`src/rtl/spi_master.sv`:
```
// rtl/spi_master.sv - Byte-wide SPI master issuing 16-bit {addr, rw, data} frames
module spi_master #(
    parameter int CLKDIV = 50
) (
    input  logic       clk,
    input  logic       reset,
    input  logic       start,
    input  logic       rw,
    input  logic [6:0] addr,
    input  logic [7:0] wdata,
    output logic       busy,
    output logic       done,
    output logic [7:0] rdata,
    output logic       sclk_pin,
    output logic       cs_pin,
    output logic       mosi_pin,
    input  logic       miso_pin
);
    localparam int CW = $clog2(2 * CLKDIV + 1);
    localparam logic [CW-1:0] CNT_ONE   = CW'(1);
    localparam logic [CW-1:0] HALF_LAST = CW'(CLKDIV - 1);
    localparam logic [CW-1:0] GAP_LAST  = CW'(2 * CLKDIV - 1);
    localparam logic [CW-1:0] GAP_PRE   = CW'(2 * CLKDIV - 2);

    typedef enum logic [2:0] {
        S_IDLE,
        S_SETUP,
        S_SHIFT_HI,
        S_SHIFT_LO,
        S_GAP
    } state_t;

    state_t        r_state;
    state_t        w_state_nxt;
    logic [CW-1:0] r_cnt;
    logic [3:0]    r_bit;
    logic [15:0]   r_tx;
    logic [7:0]    r_rx;
    logic          r_rw;
    logic          r_busy;
    logic          r_done;
    logic          r_sclk;
    logic          r_cs;
    logic [7:0]    r_rdata;
    logic          w_half_end;
    logic          w_gap_end;
    logic          w_done_nxt;

    assign w_half_end = (r_cnt == HALF_LAST);
    assign w_gap_end  = (r_cnt == GAP_LAST);
    // done and rdata must land in the last GAP cycle, so they are set one cycle early
    assign w_done_nxt = (r_state == S_GAP) && (r_cnt == GAP_PRE);

    always_comb begin
        w_state_nxt = r_state;
        case (r_state)
            S_IDLE:     if (start) w_state_nxt = S_SETUP;
            S_SETUP:    if (w_half_end) w_state_nxt = S_SHIFT_HI;
            S_SHIFT_HI: if (w_half_end) w_state_nxt = S_SHIFT_LO;
            S_SHIFT_LO: if (w_half_end) w_state_nxt = (r_bit == 4'd15) ? S_GAP : S_SHIFT_HI;
            S_GAP:      if (w_gap_end) w_state_nxt = S_IDLE;
            default:    w_state_nxt = S_IDLE;
        endcase
    end

    always_ff @(posedge clk or posedge reset) begin
        if (reset) begin
            r_state <= S_IDLE;
            r_cnt   <= '0;
            r_bit   <= '0;
            r_tx    <= '0;
            r_rx    <= '0;
            r_rw    <= 1'b0;
            r_busy  <= 1'b0;
            r_done  <= 1'b0;
            r_sclk  <= 1'b0;
            r_cs    <= 1'b1;
            r_rdata <= '0;
        end else begin
            r_state <= w_state_nxt;
            r_cnt   <= (w_state_nxt != r_state || r_state == S_IDLE) ? '0 : r_cnt + CNT_ONE;
            r_cs    <= (w_state_nxt == S_IDLE) || (w_state_nxt == S_GAP);
            r_sclk  <= (w_state_nxt == S_SHIFT_HI);
            r_busy  <= (w_state_nxt != S_IDLE) && !w_done_nxt;
            r_done  <= w_done_nxt;

            if (r_state == S_IDLE && start) begin
                r_tx  <= {addr, rw, (rw ? 8'h00 : wdata)};
                r_rw  <= rw;
                r_bit <= '0;
            end
            if (r_state != S_SHIFT_HI && w_state_nxt == S_SHIFT_HI)
                r_rx <= {r_rx[6:0], miso_pin};
            if (r_state == S_SHIFT_HI && w_state_nxt == S_SHIFT_LO)
                r_tx <= {r_tx[14:0], 1'b0};
            if (r_state == S_SHIFT_LO && w_state_nxt == S_SHIFT_HI)
                r_bit <= r_bit + 4'd1;
            // MOSI comes straight from r_tx[15], so clearing it parks the line low
            if (r_state == S_SHIFT_LO && w_state_nxt == S_GAP)
                r_tx <= '0;
            if (w_done_nxt && r_rw)
                r_rdata <= r_rx;
        end
    end

    assign busy     = r_busy;
    assign done     = r_done;
    assign rdata    = r_rdata;
    assign sclk_pin = r_sclk;
    assign cs_pin   = r_cs;
    assign mosi_pin = r_tx[15];

endmodule
```
`config.mk`:
```
export PLATFORM = sky130hd
export DESIGN_NAME = spi_master
export DESIGN_NICKNAME = d
export VERILOG_FILES = /design/src/rtl/spi_master.sv
export SDC_FILE = /design/constraint.sdc
export NUM_CORES = 1
export LEC_CHECK = 0
export CORE_MARGIN = 5
export CORE_UTILIZATION = 45
export CTS_BUF_LIST = sky130_fd_sc_hd__clkbuf_8
export DETAILED_ROUTE_END_ITERATION = 12
export HOLD_SLACK_MARGIN = 0.05
export PLACE_DENSITY_LB_ADDON = 0.2
export SYNTH_ARGS = -nofsm -noshare
export SYNTH_HDL_FRONTEND = slang
export SYNTH_SLANG_ARGS = --single-unit
```
`constraint.sdc`:
```
create_clock -name clk -period 6.7 [get_ports clk]
set_input_delay 1.34 -clock clk [delete_from_list [all_inputs] [get_ports clk]]
set_output_delay 1.34 -clock clk [all_outputs]
set_load 0.02 [all_outputs]
```
Word-level counts from Yosys, hierarchy flattened
Cells that the tools add are included.
{ "totals": {"ff_bits": 51, "inputBits": 20, "elab_cells": 56} }
{ "op_classes": {"n_addsub": 2, "eq_ne": 13, "n_mux": 14, "reduce_logical": 16} }
{ "op_table": {"columns": ["op", "n"], "rows": [
  ["two-way mux 16 bit", 3],
  ["two-way mux 3 bit", 6],
  ["one-hot mux 3 bit (5 select lines)", 1],
  ["equality test 7 bit (second input constant)", 2],
  ["equality test 3 x 2 -> 1 bit (second input constant)", 4],
  ["logical AND 1 bit", 8],
  ["two-way mux 4 bit", 2],
  ["two-way mux 8 bit", 1],
  ["adder 7 x 1 -> 7 bit (second input constant)", 1],
  ["equality test 7 x 6 -> 1 bit (second input constant)", 1],
  ["two-way mux 7 bit", 1],
  ["equality test 3 bit (second input constant)", 2],
  ["logical NOT 3 bit", 2],
  ["nonzero test 3 bit", 2],
  ["adder 4 x 1 -> 4 bit (second input constant)", 1],
  ["equality test 4 bit (second input constant)", 1],
  ["equality test 3 x 1 -> 1 bit (second input constant)", 1],
  ["inequality test 3 x 2 -> 1 bit (second input constant)", 1],
  ["inequality test 3 bit", 1],
  ["logical OR 1 bit", 2],
  ["nonzero test 2 bit", 1],
  ["logical NOT 1 bit", 1]
]} }

Logic depth before layout (Yosys ltp)
{ "logic_depth": {"depth_word": 8, "depth_mapped": 8, "mapped_depth_nobuf": 6} }

Worst setup path before layout
OpenSTA, ideal clock, no wires.
{ "synth_timing": {"path_kind": "input -> register", "startpoint": "input port start", "endpoint": "register r_tx[1]", "setup_time_ns": 0.066, "t_arrival_ns": 2.465, "t_required_ns": 6.634, "path_slack_ns": 4.169, "path_stages": 4, "path_cell_list": "or4b_2 -> nor2_1 -> and2_1 -> a221o_1"} }
{ "synth_via": {"elab_chain_cells": 6, "elab_cells_between_ends": 10} }
{ "synth_lines": {"columns": ["element", "line", "rtl"], "rows": [
  ["from (decl)", "7", "input logic start,"],
  ["two-way mux 3 bit", "57", "S_IDLE: if (start) w_state_nxt = S_SETUP;"],
  ["one-hot mux 3 bit (5 select lines)", "56", "case (r_state)"],
  ["equality test 3 x 2 -> 1 bit", "94", "if (r_state == S_SHIFT_HI && w_state_nxt == S_SHIFT_LO)"],
  ["logical AND 1 bit", "94", null],
  ["two-way mux 16 bit", "94", null],
  ["two-way mux 16 bit", "99", "if (r_state == S_SHIFT_LO && w_state_nxt == S_GAP)"],
  ["to (signal assigned)", "88", "r_tx <= {addr, rw, (rw ? 8'h00 : wdata)};"],
  ["to (signal assigned)", "95", "r_tx <= {r_tx[14:0], 1'b0};"],
  ["to (decl)", "37", "logic [15:0] r_tx;"]
]} }
Several ways; a longest one is shown, not always the timed one.
A chain may end at the register's enable or synchronous reset.

Worst setup path after layout
{ "layout_timing": {"startpoint": "input port start", "endpoint": "register r_tx[12]"} }
Same word-level chain as after synthesis.

==> results.yml <==
sta:
  worstMarginPinSlew_ps: 1079
  report.final.hold_viol_count: 0
  slew-limit-headroom_pct: 27.95
  finalCritPeriodShare_pct: 44.01
  hold_ws_ps: 514.1
  rsz0062_at_grt: "no"
  skew_ps: 13.54
  finalSetupViolCount: 0
  timing.final.crit_period_ps: 2948
  drv_slew: 0
  max_freq_mhz: 339.2
  tns_ps: 0
power:
  powerDensity_nw_per_um2: 306.7
  internal-power_uw: 571.4
  ir_drop_uv: 131.4
  clkPwrFrac_pct: 22.3
  p_sw_share_pct: 32.06
  p_sw_uw: 269.7
  p_seq_share_pct: 55.0
  p_leak_uw: 0.001254
  combPwrFrac_pct: 22.7
final_layout:
  nets: 246
  syn_to_final_growth_pct: 20.64
  finalCoreUtilization_pct: 56.94
  layout-drive-gt1-share_pct: 15.25
  num_antenna_cells: 0
  final_area_um2: 2743
drt:
  routed_wl_um: 4285
  drtIter0Drc: 72
  first_pass_iters: 4
  via_per_inst: 5.321
  ant_nets: 0
  num_vias: 1543
  wl_per_cell_um: 14.78
  drc: 0
clocking:
  cts_max_level: 2
  numCtsBuffers: 5
  cts.clk_slew.worst_paths_ps: 100
  cts_setup_buffers: 0
  cts_tree: "built"
  cts_sinks: 51
  cts_buffer_depth: 2
  insertion_delay_ps: 310
  cts-root-buf: "clkbuf_8"
  holdBufCountCts: 0
  cts_resized: 0
die:
  rows: 25
  dieArea_um2: 6573
  fp.dieH_um: 81.08
  die_w_um: 81.08
  top_level_ports: 33
  start_util_pct: 47.19
  core_region_area_um2: 4817
global_route:
  global_route.usage.met3_pct: 3.880
  grtUsageMet1_pct: 17.45
  top_usage_layer: "met2"
  antenna_found_initial: 0
  grt_pass1_wl_um: 7217
  grt_max_degree: 52
  grt_pass1_vias: 1590
  grtUsageTotal_pct: 14.33
  grt_overflow: 0
  grtUsageMet2_pct: 23.73
yosys:
  synth_fp_nets: 214
  ys_types: 40
  synth_top_area_share_pct: 55.04
  yosysTopAreaCell: "dfrtp_1"
  synth.top_cells.by_count: "dfrtp_1 (50), and2_1 (16), mux2_2 (16), nor2_1 (16), a221o_1 (15)"
  synth_flop_cell: "dfrtp_1"
  synth_edf_count: 0
  ys_async_sr_fraction_pct: 100.0
  synth-seq-cells: 51
  ys_seq_area_share_pct: 56.19
  synth_warnings: 0
  synthesis.area_um2: 2273
  postSynthAreaPerCell_um2: 11.97
  yosysMostFrequentCell: "dfrtp_1"
  syn_inst: 190
  netlist_top_cells_area: "dfrtp_1 (55%), mux2_2 (7.9%), a221o_1 (6.6%)"
critical_path:
  cp.required_ps: 6940
  path_max_fanout: 16
  arrival_ps: 3190
  crit_chain: "clkdlybuf4s50_1 -> nand2b_1 -> o22ai_1 -> o21bai_1 -> a221o_1"
  max_stage_delay_ps: 860
  cp_top_family: "compound AO/OA/AOI/OAI gates"
  path_buf_inv: 1
  slowest_stage: "o21bai_1"
  critical_path_class: "input pin to flip-flop"
  endpoint_kind: "flip-flop"
  startpoint_type: "input pin"
place:
  dpl-instance-area_um2: 2648
  dp_hpwl_um: 3041
  io_buffers: 32
  place.gp.congestion: 0.7399
min_path:
  hp-class: "flip-flop to flip-flop"
run:
  max_cap_violations: 0
run_status:
  status: "finished clean"
cell usage in the layout (no fill, tap or decap), types with 5 or more instances in the layout:
master	n
dfrtp_1	50
clkdlybuf4s50_1	32
nor2_1	16
mux2_2	16
and2_1	16
a221o_1	15
nand2b_1	7
nand3_1	7
clkbuf_8	5
registers in the layout (all words and copies together), names as in the netlist:
| register | flops |
|---|---|
| cs_pin | 1 |
| busy | 1 |
| r_state | 3 |
| r_bit | 4 |
| r_rx | 8 |
| r_rw | 1 |
| rdata | 8 |
| r_cnt | 7 |
| r_tx | 16 |
| done | 1 |
| sclk_pin | 1 |
per-layer routing:
metal | vias to the layer above | part of all wire [%]
li1 | 742 | -
met1 | 756 | 44
met2 | 37 | 48
met3 | 8 | 5.3
met4 | 0 | 2.2
met5 | - | 0
metrics by stage:
step           setup slack [ps]  std cells  power [uW]
2_1_floorplan              4132        190       592.8
3_3_place_gp               3448        282       640.9
3_5_place_dp               3414        282       659.6
4_1_cts                    3741        290       848.4
5_1_grt                    3592        290       894.7
6_report                   3752        290       841.0
area by class of cell:
type,count,area (um^2)
fill,419,2074
multi-input combinational,127,947.2
timing repair buffer,32,320.3
tap,67,83.83
sequential,51,1277
clock buffer,5,68.82
inverter,5,18.77
clock inverter,3,26.28
cell families after synthesis:
logic type | share of synthesized area, %
AND/OR/NAND/NOR | 17.56
flip-flops | 56.19
AO/OA/AOI/OAI | 11.61
multiplexers | 8.365
buffers and inverters | 2.146
XOR/XNOR | 1.927
adder cells (fa/ha/maj) | 2.202
power groups by stage:
stage / Sequential (uW) / Combinational (uW) / Clock [uW]
6_report: 462 / 191 / 188
5_1_grt: 473 / 217 / 205
4_1_cts: 461 / 195 / 192
3_5_place_dp: 463 / 196 / 0
3_3_place_gp: 460 / 181 / 0
2_1_floorplan: 442 / 150 / 0
final timing paths:
check / from / endpoint / slack (ps) / cells past startpoint
worst min-delay path: r_rw / r_rw / 510 / 1
max in group asynchronous: reset / r_cnt[4] / 4460 / 2
worst min register to register: r_rw / r_rw / 510 / 1
min in group asynchronous: reset / rdata[7] / 1600 / 2
worst max register to register: r_cnt[1] / r_tx[12] / 4360 / 6
worst max-delay path: start / r_tx[12] / 3750 / 5
(Power assumes the default switching activity.)
==> variant: new RTL, same settings <==
`CLKDIV`: 50 -> 100.
--- a/src/rtl/spi_master.sv
+++ b/src/rtl/spi_master.sv
@@ -1,5 +1,5 @@
 // rtl/spi_master.sv - Byte-wide SPI master issuing 16-bit {addr, rw, data} frames
 module spi_master #(
-    parameter int CLKDIV = 50
+    parameter int CLKDIV = 100
 ) (
     input  logic       clk,
Check against the original RTL: no difference found for any inputs over 10 cycles, from zero or initial values and one cycle with reset high; that may be too few to reach the edited logic, so the function may still have changed.
==> variant against the original RTL <==
Setup slack worse by 0.41 ns. Area after synthesis up 6.1%. First-iteration DRC count rose by 110%. Die area increased by 5.3%. Design area rose by 3.7%. Sequential cell count rose by 1. Utilization down 1.9 points. Wire length is 7.8% higher. Critical endpoint is now r_tx[3]. Highest routed layer unchanged.
Power is not compared: it rests on default switching activity, and its combinational part moved more than twofold at a synthesized area within 25%.
==> variant: results (changes against the original RTL) <==
Status: completed
Sequential fraction of the synthesis area: 54.0% (-2.2 points)
Synth area leaders: dfrtp_1, mux2_2, nor2_1, nand3_2, nand2_1
Final Non-Filler Cells: 320 (+10%)
Met3 Usage GRT: 4.06% (+0.18 points)
HPWL Detailed: 3010 um (-0.94%)
Max Freq: 0.298 GHz (-12%)
Data arrival, critical path: 3.57 ns (+0.38 ns)
Cells after Synth: 221 (+16%)
First-pass GRT wire length: 8320 um (+15%)
Met2 usage: 21.4% (-2.3 points)
Placed cell count: 312 (+11%)
Critical path peak fanout: 22 (+6)
Final #Nets: 272 (+11%)
VDD IR max: 110 uV
Met1 global-route usage: 20.0% (+2.6 points)
Crit path max-delay family: simple AND/OR/NAND/NOR gates
Number of global-route vias before repair: 1736 (+9.2%)
Wire length on met1: 2190 um (+15%)
Hold Path End: rdata[5]
Routed WL: 4620 um (+7.8%)
Synth cell count leaders: dfrtp_1, nor2_1, nand2_1
Total vias in the final route: 1764 (+14%)
Worst Skew: 0.00769 ns (-0.00586 ns)
GP Congestion: 0.767 (+3.7%)
Hold WS: 0.513 ns (-0.00117 ns)
R2r setup slk: 3.91 ns (-0.45 ns)
Rel. slew slack: 21.6% (-6.3 points)
Root Driver: clkbuf_8
Setup slack at placement: 3.03 ns (-0.388 ns)
R2R depth: 5 (-1)
Design Power: 515 uW
Slowest library cell on the worst path: or4b_1
RR Startpoint: r_cnt[0]
-- variant: changes by cell type after synthesis, moves of 3 or more --
cell / change
and2_1: -16
o21ai_0: +3
nor2_1: +13
a221o_1: -15
nand3_2: +8
a21oi_1: +6
a32oi_1: +7
nand2_1: +16
nand2b_1: -6
a31oi_1: +9
and3_1: -3
a21o_1: -3
-- variant: layout make-up --
| class | count | area [sq um] |
|---|---|---|
| multi-input combinational | 153 | 1020 |
| timing repair buffer | 32 | 320 |
| clock inverter | 2 | 11.3 |
| clock buffer | 6 | 82.6 |
| fill | 453 | 2330 |
| tap | 70 | 87.6 |
| sequential | 52 | 1300 |
| inverter | 5 | 18.8 |
-- variant: kinds of logic after synthesis --
| family | share of synthesized area, % |
|---|---|
| mux | 7.88 |
| fa+ha+maj | 1.56 |
| flops | 54.0 |
| compound gates | 10.2 |
| xor+xnor | 2.18 |
| simple gates | 20.5 |
| buf+inv | 3.63 |
